[src/rtl/ddr4_sref_sequencer.sv]
// Sequences AXI quiesce and MIG self-refresh entry from the shell's GPIO command byte,
// enforcing the req/ack handshakes with timeouts and reporting a status byte.
module ddr4_sref_sequencer #(
    parameter int QUIESCE_TIMEOUT = 4096,
    parameter int SREF_TIMEOUT    = 65536,
    parameter int CNT_W           = 17
) (
    input  logic       CLK_IN,
    input  logic       AXI_RESET_N,
    input  logic [7:0] SREF_CTRL_OUT,
    output logic [7:0] SREF_CTRL_IN,
    input  logic       init_calib_complete,
    output logic       quiesce_req,
    input  logic       quiesce_ack,
    output logic       app_sref_req,
    input  logic       app_sref_ack,
    output logic       app_restore_complete,
    output logic       app_mem_init_skip,
    output logic       app_xsdb_select
);

    typedef enum logic [2:0] {
        ST_WAIT_CALIB,
        ST_ACTIVE,
        ST_QUIESCE,
        ST_SREF_REQ,
        ST_IN_SREF,
        ST_ERROR
    } state_t;

    localparam logic [CNT_W-1:0] Q_LAST = CNT_W'(QUIESCE_TIMEOUT - 1);
    localparam logic [CNT_W-1:0] S_LAST = CNT_W'(SREF_TIMEOUT - 1);

    state_t           state;
    logic [CNT_W-1:0] cnt;
    logic [CNT_W-1:0] cnt_inc;
    logic             err;
    logic             bit0_prev;
    logic             sref_enter;
    logic             err_clear;
    logic             unused_ctrl_bits;

    assign sref_enter       = SREF_CTRL_OUT[0];
    assign err_clear        = SREF_CTRL_OUT[1];
    assign unused_ctrl_bits = ^SREF_CTRL_OUT[7:5];

    // Saturating increment so a stuck state can never wrap back into a live count
    assign cnt_inc = (&cnt) ? cnt : cnt + CNT_W'(1);

    always_ff @(posedge CLK_IN or negedge AXI_RESET_N) begin
        if (!AXI_RESET_N) begin
            state                <= ST_WAIT_CALIB;
            cnt                  <= '0;
            err                  <= 1'b0;
            bit0_prev            <= 1'b0;
            quiesce_req          <= 1'b0;
            app_sref_req         <= 1'b0;
            app_restore_complete <= 1'b0;
            app_mem_init_skip    <= 1'b0;
            app_xsdb_select      <= 1'b0;
            SREF_CTRL_IN         <= '0;
        end else begin
            bit0_prev <= sref_enter;
            {app_xsdb_select, app_mem_init_skip, app_restore_complete} <= SREF_CTRL_OUT[4:2];
            SREF_CTRL_IN <= {app_sref_ack, err, state == ST_IN_SREF, SREF_CTRL_OUT[4:0]};

            case (state)
                ST_WAIT_CALIB: begin
                    quiesce_req  <= 1'b0;
                    app_sref_req <= 1'b0;
                    if (init_calib_complete) begin
                        state <= ST_ACTIVE;
                    end
                end

                ST_ACTIVE: begin
                    if (!init_calib_complete) begin
                        state <= ST_WAIT_CALIB;
                    end else if (sref_enter && !bit0_prev) begin
                        state       <= ST_QUIESCE;
                        cnt         <= '0;
                        quiesce_req <= 1'b1;
                    end
                end

                ST_QUIESCE: begin
                    if (!sref_enter) begin
                        state       <= ST_ACTIVE;
                        quiesce_req <= 1'b0;
                    end else if (quiesce_ack) begin
                        state        <= ST_SREF_REQ;
                        cnt          <= '0;
                        app_sref_req <= 1'b1;
                    end else if (cnt >= Q_LAST) begin
                        state       <= ST_ERROR;
                        quiesce_req <= 1'b0;
                        err         <= 1'b1;
                    end else begin
                        cnt <= cnt_inc;
                    end
                end

                // The request cannot be withdrawn before ack, so bit0 is not looked at here
                ST_SREF_REQ: begin
                    if (app_sref_ack) begin
                        state <= ST_IN_SREF;
                    end else if (cnt >= S_LAST) begin
                        state        <= ST_ERROR;
                        quiesce_req  <= 1'b0;
                        app_sref_req <= 1'b0;
                        err          <= 1'b1;
                    end else begin
                        cnt <= cnt_inc;
                    end
                end

                ST_IN_SREF: begin
                    quiesce_req  <= 1'b1;
                    app_sref_req <= 1'b1;
                end

                ST_ERROR: begin
                    quiesce_req  <= 1'b0;
                    app_sref_req <= 1'b0;
                    if (err_clear) begin
                        err   <= 1'b0;
                        state <= ST_WAIT_CALIB;
                    end
                end

                default: begin
                    state        <= ST_WAIT_CALIB;
                    quiesce_req  <= 1'b0;
                    app_sref_req <= 1'b0;
                end
            endcase
        end
    end

endmodule

[config.mk]
export PLATFORM = sky130hd
export DESIGN_NAME = ddr4_sref_sequencer
export DESIGN_NICKNAME = d
export VERILOG_FILES = /design/src/rtl/ddr4_sref_sequencer.sv
export SDC_FILE = /design/constraint.sdc
export NUM_CORES = 1
export LEC_CHECK = 0
export ABC_AREA = 0
export CORE_MARGIN = 2
export CORE_UTILIZATION = 53
export DETAILED_ROUTE_END_ITERATION = 10
export PLACE_DENSITY = 0.9
export SETUP_SLACK_MARGIN = 0.02
export SKIP_CTS_REPAIR_TIMING = 1
export SLEW_MARGIN = 20
export SYNTH_ARGS = -nofsm -noshare
export SYNTH_HDL_FRONTEND = slang
export SYNTH_SLANG_ARGS = --single-unit
[constraint.sdc]
create_clock -name CLK_IN -period 2.7 [get_ports CLK_IN]
set_input_delay 0.81 -clock CLK_IN [delete_from_list [all_inputs] [get_ports CLK_IN]]
set_output_delay 0.81 -clock CLK_IN [all_outputs]
set_load 0.01 [all_outputs]
==> metrics.log <==
INFO  metric global_route.usage.total = 0.240
INFO  metric post_route_drc_violation_count = 0
INFO  metric timing.fmax = roughly 410 MHz
INFO  metric crit_required = 2920 ps
INFO  metric transition_time_of_the_tightest_slew_check_pin = 484 ps
INFO  metric timing.final.hold_violations = 0
INFO  metric clk_root_buffer_cell = clkbuf_4
INFO  metric synth_top_area_frac = 0.456
INFO  metric antenna_cells = 0
INFO  metric place.gp.congestion = roughly 0.88
INFO  metric wire_per_inst = 14.7 um
INFO  metric cts.sinks = 31
INFO  metric grt_pass1_wl = between 6 and 7 mm
INFO  metric synthesis.area = 1700 sq um
INFO  metric finalSetupViolations = 0
INFO  metric peakVddDrop = 0.000396 V
INFO  metric clockBufferDepth = 2
INFO  metric detail_route.vias_per_cell = 6.00
INFO  metric worst-path-buf-inv = 2
INFO  metric final_cell_mix = dfrtp_1 (31), clkdlybuf4s50_1 (22), nand2_1 (15), o21ai_0 (15), a21oi_1 (14)
INFO  metric regArea = ~780 sq um
INFO  metric grt_max_degree = 32
INFO  metric clkSlewWorstSetupHoldPaths = about 90 ps
INFO  metric syn2layout_area_growth = 22.4%
INFO  metric fraction_of_layout_cells_with_a_size_suffix_above_1 = 0.111
INFO  metric grt_pass1_vias = 1460
INFO  metric yosysSeqAreaShare = 0.456
INFO  metric grt_setup_unrepaired = false
INFO  metric yosys_warnings = 0
INFO  metric cp_cell_sequence = clkdlybuf4s50_1 -> nor2b_1 -> a22oi_1 -> nor3_1 -> o211ai_2 -> inv_2 -> nand2_1 -> o41ai_1
INFO  metric drtAntennaViolNets = 0
INFO  metric initial_utilization = 0.557
INFO  metric class_of_the_tightest_hold_or_removal_check = reg -> reg
INFO  metric yosysTopAreaCell = dfrtp_1
INFO  metric critPathKind = in -> reg
INFO  metric timing.slew.headroom = 0.674
INFO  metric clock_latency_late_sink = around 330 ps
INFO  metric syn_inst = 184
INFO  metric final_min_period_over_clock_period = 0.896
INFO  metric most_common_library_cell_in_the_layout_ignoring_fill_and_taps = dfrtp_1
INFO  metric worst_ep_arrival_time = roughly 2600 ps
INFO  metric die_x = between 60 and 70 um
INFO  metric synth_area_per_cell = 9.25 sq um
INFO  metric fin_cells = roughly 260
INFO  metric setup.worst_path.start_class = primary input
INFO  metric report.final.slew_viol_count = 0
INFO  metric clock_buffer_count_from_cts = 5
INFO  metric multi_input_gate_area_in_the_final_layout = between 800 and 900 sq um
INFO  metric cts_tree = done
INFO  metric initial_antenna_violation_count = 0
INFO  metric worstPathMaxFanout = 7
INFO  metric clock_skew = 3.64 ps
INFO  metric design.core.area = between 3000 and 4000 sq um
INFO  metric postRouteWirelength = just under 4 mm
INFO  metric synthTopCellsByArea = dfrtp_1 (46%), o21ai_0 (4.4%), a21oi_1 (4.1%)
INFO  metric ys_seq_elements = 31
INFO  metric dp.final_hpwl = between 2 and 3 mm
INFO  metric postSynth.topFlopCell = dfrtp_1
INFO  metric pre_cts_setup_slack = -48.3 ps
INFO  metric timing.critical_path.slowest_cell_delay = between 400 and 500 ps
INFO  metric htree_levels = 2
INFO  metric port_buffers = 22
INFO  metric setup.worst_path.end_class = flop
INFO  metric die_area = 3680 sq um
INFO  metric worst_path_dominant_cell_family = simple AND/OR/NAND/NOR gates
INFO  metric post-route-min-period = roughly 2400 ps
INFO  metric io_pins = 26
INFO  metric vias = ~1600
INFO  metric number_of_nets_at_the_end_of_the_flow = 230
INFO  metric maxCapViolCount = 0
INFO  metric rows = 20
INFO  metric drt_iter0_markers = 129
INFO  metric outcome = complete, no violations
INFO  metric power-per-cell-area = about 760 nW/um^2
INFO  metric tritonroute_pass_1_iters = 4
INFO  metric placed_cells_incl_taps = approximately 250
INFO  metric die-height = a little over 60 um
INFO  metric timing.final.ws_setup = approximately 280 ps
INFO  metric master_of_the_slowest_instance_on_the_critical_path = clkdlybuf4s50_1
INFO  metric async_reset_ff_frac = 1.00
INFO  metric globalRouteOverflowTotal = 0
INFO  metric synthDistinctLibCells = 47
INFO  metric fillers = around 260
INFO  metric net_count_after_synthesis = about 200
INFO  metric synth_edf_count = 0
INFO  metric cellLeakagePower = a little over 0.0009 uW
## worst reg2reg max path: stages (launching register included)
cell and delay (ps):
dfrtp_1 430, ha_1 320, a21oi_1 90, nor4_1 380
o21ai_0 180, o211ai_2 110, buf_4 240, nor2_1 70
o22a_1 200
## power by group
part           switching [uW]  internal (uW)
Clock                     151            153
Sequential               87.1            528
Combinational             356            312
## state kept, by name, indices dropped and copies added (netlist names)
signal,cells
cnt,17
app_sref_req,1
err,1
SREF_CTRL_IN,8
quiesce_req,1
state,3
## path summary, 6_finish.rpt
| kind | startpoint | end | slack, ps | cells after the start |
|---|---|---|---|---|
| min | err | SREF_CTRL_IN[6] | 380 | 0 |
| min in group asynchronous | AXI_RESET_N | quiesce_req | 870 | 2 |
| max reg2reg | cnt[0] | cnt[8] | 590 | 8 |
| min reg2reg | err | SREF_CTRL_IN[6] | 380 | 0 |
| max in group asynchronous | AXI_RESET_N | cnt[1] | 1550 | 2 |
| max | SREF_CTRL_OUT[0] | cnt[14] | 280 | 8 |
## cell families after synthesis
family	count (synthesis)	share of synthesized area
flip-flops	31	0.456
buffers and inverters	15	0.0441
AND/OR/NAND/NOR	70	0.226
adder cells (fa/ha/maj)	1	0.00735
multiplexers	2	0.0118
AO/OA/AOI/OAI	64	0.250
XOR/XNOR	1	0.00515
## synth_stat cells, drive strengths merged (4+ instances only)
library cell,instances
nand2,15
dfrtp,31
a21oi,15
o31ai,4
nand3,10
a31oi,7
nor2,13
nor3,10
o21ai,15
and2,4
buf,7
inv,5
## stage by stage
stage	util	hold WS, ps	power (uW)	area (sq um)	setup TNS (ps)
after floorplan	-	354	1030	1700	0
after global placement	0.660	361	1270	2010	0
after detailed placement	0.660	367	1290	2010	-50.7
after CTS	0.682	389	1590	2080	0
after global routing	0.682	403	1710	2080	0
final	0.682	383	1590	2080	0
## final cells by class
cell class / count / area share
multi-input combinational: 138 / 0.408
sequential: 31 / 0.372
timing repair buffer: 34 / 0.149
clock buffer: 8 / 0.0330
tap: 44 / 0.0264
inverter: 6 / 0.0108
## layer usage
metal  share of wire  vias to the layer above  global-route usage
met1            0.42                      740               0.293
li1                -                      762                   -
met4           0.018                        0              0.0683
met3           0.060                        8              0.0618
met5               0                        -                   0
met2            0.50                       55               0.419
Note: power is estimated with default switching activity, not from simulation.
